$ cat src/rtl/riscv_pkg.sv
`default_nettype none
// ============================================================================
//  Package     : riscv_pkg
//  Description : Shared definitions for the 5-stage RISC-V core hazard logic:
//                forwarding select encodings and the hazard controller states.
//  Revision    : 1.0 - initial release
// ============================================================================
package riscv_pkg;

    // ALU operand source selects driven into the E stage
    localparam logic [1:0] FWD_RF  = 2'b00;  // register file read value
    localparam logic [1:0] FWD_WB  = 2'b01;  // result being written back in W
    localparam logic [1:0] FWD_MEM = 2'b10;  // ALU result sitting in M

    // Hazard controller sequencing states
    typedef enum logic [1:0] {
        BOOT = 2'b00,
        RUN  = 2'b01,
        WAIT = 2'b10
    } hz_state_t;

endpackage
`default_nettype wire

$ cat src/rtl/hazard_ctrl_fwd_sel.sv
`default_nettype none
// ============================================================================
//  Module      : fwd_sel
//  Description : Per-operand forwarding comparator. Picks the youngest
//                in-flight producer of a source register; x0 never forwards.
//  Revision    : 1.0 - initial release
// ============================================================================
module fwd_sel
    import riscv_pkg::*;
(
    input  logic [4:0] src,
    input  logic [4:0] rd_m,
    input  logic [4:0] rd_w,
    input  logic       reg_write_m,
    input  logic       reg_write_w,
    output logic [1:0] sel
);

    // M is younger than W, so it is tested first and wins on a tie
    always_comb begin
        sel = FWD_RF;
        if (reg_write_m && (rd_m != 5'd0) && (rd_m == src)) begin
            sel = FWD_MEM;
        end else if (reg_write_w && (rd_w != 5'd0) && (rd_w == src)) begin
            sel = FWD_WB;
        end
    end

endmodule
`default_nettype wire

$ cat src/rtl/hazard_ctrl.sv
`default_nettype none
// ============================================================================
//  Module      : hazard_ctrl
//  Description : Pipeline hazard and stall controller. Forwarding, load-use
//                bubble, branch flush, data-memory freeze, post-reset boot
//                flush and a sticky memory timeout flag.
//  Revision    : 1.0 - initial release
// ============================================================================
module hazard_ctrl
    import riscv_pkg::*;
#(
    parameter int BOOT_CYCLES = 2,
    parameter int MAX_WAIT    = 15
) (
    input  logic       clk,
    input  logic       reset,
    input  logic [4:0] Rs1D,
    input  logic [4:0] Rs2D,
    input  logic [4:0] Rs1E,
    input  logic [4:0] Rs2E,
    input  logic [4:0] RdE,
    input  logic [4:0] RdM,
    input  logic [4:0] RdW,
    input  logic       RegWriteM,
    input  logic       RegWriteW,
    input  logic       ResultSrcE0,
    input  logic       PCSrcE,
    input  logic       MemReqM,
    input  logic       DMemReady,
    output logic [1:0] ForwardAE,
    output logic [1:0] ForwardBE,
    output logic       StallF,
    output logic       StallD,
    output logic       StallE,
    output logic       StallM,
    output logic       FlushD,
    output logic       FlushE,
    output logic       FlushW,
    output logic       MemTimeout
);

    localparam int BW = (BOOT_CYCLES > 1) ? $clog2(BOOT_CYCLES) : 1;
    localparam int WW = $clog2(MAX_WAIT + 1);
    localparam logic [BW-1:0] BOOT_LAST = BW'(BOOT_CYCLES - 1);
    localparam logic [WW-1:0] WAIT_MAX  = WW'(MAX_WAIT);

    hz_state_t     state_q, state_d;
    logic [BW-1:0] boot_cnt_q, boot_cnt_d;
    logic [WW-1:0] wait_cnt_q, wait_cnt_d;
    logic          timeout_q, timeout_d;

    logic lw_stall;
    logic mem_stall;
    logic boot;

    fwd_sel u_fwd_a (
        .src         (Rs1E),
        .rd_m        (RdM),
        .rd_w        (RdW),
        .reg_write_m (RegWriteM),
        .reg_write_w (RegWriteW),
        .sel         (ForwardAE)
    );

    fwd_sel u_fwd_b (
        .src         (Rs2E),
        .rd_m        (RdM),
        .rd_w        (RdW),
        .reg_write_m (RegWriteM),
        .reg_write_w (RegWriteW),
        .sel         (ForwardBE)
    );

    // Hazard detection and the combinational stall/flush network
    always_comb begin
        lw_stall  = ResultSrcE0 && (RdE != 5'd0) && ((Rs1D == RdE) || (Rs2D == RdE));
        mem_stall = MemReqM && !DMemReady;
        boot      = (state_q == BOOT);

        StallF = boot || lw_stall || mem_stall;
        StallD = boot || lw_stall || mem_stall;
        StallE = mem_stall;
        StallM = mem_stall;
        FlushW = mem_stall;
        // E is frozen under a memory stall, so the flush request survives
        // until the first unstalled cycle
        FlushE = !mem_stall && (boot || lw_stall || PCSrcE);
        FlushD = !mem_stall && (boot || PCSrcE);
        MemTimeout = timeout_q;
    end

    // Next state, boot countdown, wait counter and sticky timeout
    always_comb begin
        state_d    = state_q;
        boot_cnt_d = boot_cnt_q;
        wait_cnt_d = '0;
        timeout_d  = timeout_q;

        case (state_q)
            BOOT: begin
                if (boot_cnt_q == BOOT_LAST) begin
                    state_d = RUN;
                end else begin
                    boot_cnt_d = boot_cnt_q + BW'(1);
                end
            end
            RUN: begin
                if (mem_stall) state_d = WAIT;
            end
            WAIT: begin
                if (!mem_stall) state_d = RUN;
            end
            default: state_d = BOOT;
        endcase

        // The flag rises on the edge that closes the MAX_WAIT-th stalled cycle
        if (mem_stall) begin
            wait_cnt_d = (wait_cnt_q == WAIT_MAX) ? WAIT_MAX : (wait_cnt_q + WW'(1));
            if (wait_cnt_d == WAIT_MAX) timeout_d = 1'b1;
        end
    end

    // Controller state registers
    always_ff @(posedge clk or negedge reset) begin
        if (!reset) begin
            state_q    <= BOOT;
            boot_cnt_q <= '0;
            wait_cnt_q <= '0;
            timeout_q  <= 1'b0;
        end else begin
            state_q    <= state_d;
            boot_cnt_q <= boot_cnt_d;
            wait_cnt_q <= wait_cnt_d;
            timeout_q  <= timeout_d;
        end
    end

endmodule
`default_nettype wire

$ cat config.mk
export PLATFORM = sky130hd
export DESIGN_NAME = hazard_ctrl
export DESIGN_NICKNAME = d
export VERILOG_FILES = /design/src/rtl/riscv_pkg.sv /design/src/rtl/hazard_ctrl_fwd_sel.sv /design/src/rtl/hazard_ctrl.sv
export SDC_FILE = /design/constraint.sdc
export NUM_CORES = 1
export LEC_CHECK = 0
export ABC_AREA = 1
export BUFFER_PORTS_ARGS = -buffer_cell sky130_fd_sc_hd__buf_2
export CORE_ASPECT_RATIO = 1.25
export CORE_MARGIN = 2
export CORE_UTILIZATION = 48
export DETAILED_ROUTE_END_ITERATION = 8
export PLACE_DENSITY = 0.9
export SLEW_MARGIN = 40
export SYNTH_ARGS = -nofsm -noshare
export SYNTH_HDL_FRONTEND = slang
export SYNTH_HIERARCHICAL = 1
export SYNTH_SLANG_ARGS = --single-unit
$ cat constraint.sdc
create_clock -name clk -period 2.35 [get_ports clk]
set_clock_uncertainty 0.2 [all_clocks]
set_input_delay 0.1175 -clock clk [delete_from_list [all_inputs] [get_ports clk]]
set_output_delay 0.1175 -clock clk [all_outputs]
set_load 0.05 [all_outputs]
==> results.ini <==
[outcome]
outcome=finished clean

[cts]
cts_sinks=8
path_clk_slew_ns=0.05
ctsHoldBuffers=2
cts_root_buffer=clkbuf_4
post_cts_buffers=0
cts-htree-levels=1
numCtsBuffers=3
cts_tree=done
clockBufferDepth=2
cts_resized=0
clk_latency_ns=0.25

[logic_synthesis]
synth-seq-area-share_pct=19.4
postSynthAreaPerCell_um2=5.28
syn_inst=195
ys_types=20
ys_warn_count=6
syn_nets=239
synthesis.area_um2=1030
synth-seq-cells=8

[routing]
routed_wl_um=2440
drt_iter0_markers=23
via_per_inst=4.80
dr.pass1.iters=4
drtAntennaViolNets=0
wl_per_cell_um=9.01
vias=1301
drc_errors=0

[global_routing]
grt_use_total_pct=21.2
antenna_found_initial=0
grt_pass1_wl_um=4280
grt_max_degree=9
grt_overflow=0
grt_pass1_vias=1210

[worst_setup_path]
cp_data_arrival_time_ns=1.52
cp_slowest_cell=dlygate4sd3_1
r2r_slack_ns=0.93
path_max_fanout=7
crit_top_cell=buf_2
slowest_delay_ns=0.55
cp-end-kind=primary output
worstSetupPathType=in2out
crit_buf_inv=4
rr_worst_depth=5
crit_required_ns=2.03
path_delay_family=buffers and inverters
worst_setup_path_start_kind=input port
r2r_start=wait_cnt_q[0]
rr_endpoint=MemTimeout
crit_chain=dlygate4sd3_1, buf_2, nor2_4, inv_1, o21ai_0, nand2_1, buf_2

[placement]
io_buffers=54
dp_hpwl_um=2120
place_inst=266
gp_congestion=0.809

[die]
start_util_pct=51.4
core_um2=2000
ios=55
die_h_um=55.8
die_w_um=45.4
die_area_um2=2530
fp-row-count=18

[sta]
drv_slew=0
rsz0062_at_grt=false
fmax_mhz=544
timing.final.crit_share_pct=78.2
setup_violations=0
setup_tns_ns=0
finalHoldViolCount=0
relSlewSlack_pct=83.2
tightest_slew_ns=0.253
fin_crit_ns=1.84

[min_path]
holdCritPathClass=in2async

[power]
power.leakage_nw=0.897
cellPowerDensity_nw_per_um2=419
peakVddDrop_uv=224

[cells_and_area]
final_common_cell=nand2_1
layout-drive-gt1-share_pct=29.5
mostFrequentLayoutCells=nand2_1, buf_2, inv_1, nor2_1, nand3_1
diodes=0
fill_cells=194
syn_to_final_growth_pct=30.6
stdcell_count=271
fin_nets=297

[flow_run]
drv_cap=0

-- final cells by class --
cell class | count | area [um2] | share of cell area (%)
tap | 20 | 25.0 | 1.86
clock buffer | 3 | 22.5 | 1.67
multi-input combinational | 137 | 631 | 46.9
timing repair buffer | 56 | 290 | 21.6
sequential | 8 | 200 | 14.9
inverter | 47 | 176 | 13.1
-- power breakdown --
| group | switching [W] | internal [W] |
|---|---|---|
| registers | 0.00000736 | 0.000151 |
| logic | 0.000207 | 0.0000937 |
| clock network | 0.0000459 | 0.0000584 |
| total | 0.000261 | 0.000303 |
-- kinds of logic (layout without fill, tap and decap cells) --
logic type | after synthesis | after routing | share of synthesized area (%)
buf+inv | 50 | 106 | 19.3
xor+xnor | 4 | 4 | 3.40
flops | 8 | 8 | 19.4
compound gates | 18 | 18 | 10.4
simple gates | 114 | 114 | 46.2
fa+ha+maj | 1 | 1 | 1.21
-- through the flow --
| step | worst slack, ns | utilization [%] | hold slack (ns) | cell area (um2) | total power [W] |
|---|---|---|---|---|---|
| 5_1_grt | 0.409 | 67.1 | 0.0477 | 1350 | 0.000610 |
| 2_1_floorplan | 0.617 | - | -0.378 | 1030 | 0.000376 |
| 4_1_cts | 0.520 | 67.1 | 0.0308 | 1350 | 0.000567 |
| 3_5_place_dp | 0.943 | 65.0 | -0.236 | 1300 | 0.000460 |
| 3_3_place_gp | 1.01 | 65.0 | -0.235 | 1300 | 0.000455 |
| 6_report | 0.513 | 67.1 | 0.0311 | 1350 | 0.000563 |
-- state kept, by name, indices dropped and copies added, names as in the netlist --
| name | cells |
|---|---|
| MemTimeout | 1 |
| boot_cnt_q | 1 |
| state_q | 2 |
| wait_cnt_q | 4 |
-- metal layers --
| layer | global-route usage (%) | share of wire [%] | vias up |
|---|---|---|---|
| met5 | 0 | 0 | - |
| met4 | 9.24 | 1.7 | 0 |
| met3 | 3.57 | 6.5 | 6 |
| met2 | 39.8 | 52 | 51 |
| met1 | 20.8 | 39 | 554 |
| li1 | - | - | 690 |
-- synthesized netlist by cell type --
library cell   n  area share, %
xnor2_1        2            1.7
xor2_1         2            1.7
nand4_1        2            1.2
nor2_1        20            7.3
a21oi_1        4            1.9
nor2_4         1            1.1
inv_2          8            2.9
inv_1         39             14
dfrtp_1        8             19
buf_4          3            2.2
o21ai_2        1           0.85
ha_1           1            1.2
o22ai_1        1           0.61
nand2_2        2            1.2
a31oi_2        1            1.2
nor2_2         4            2.4
o21ai_0        9            4.4
a21boi_0       2            1.5
nand3_1       16            7.8
nand2_1       69             25
-- worst max-delay path by stage --
stage	end	cells past startpoint	startpoint
after floorplan	StallF	5	MemReqM
after global placement	MemTimeout	5	wait_cnt_q[0]
after detailed placement	MemTimeout	5	wait_cnt_q[0]
after CTS	StallD	6	DMemReady
after global routing	FlushE	7	DMemReady
final	FlushE	7	DMemReady
Note: power is estimated with default switching activity, not from simulation.
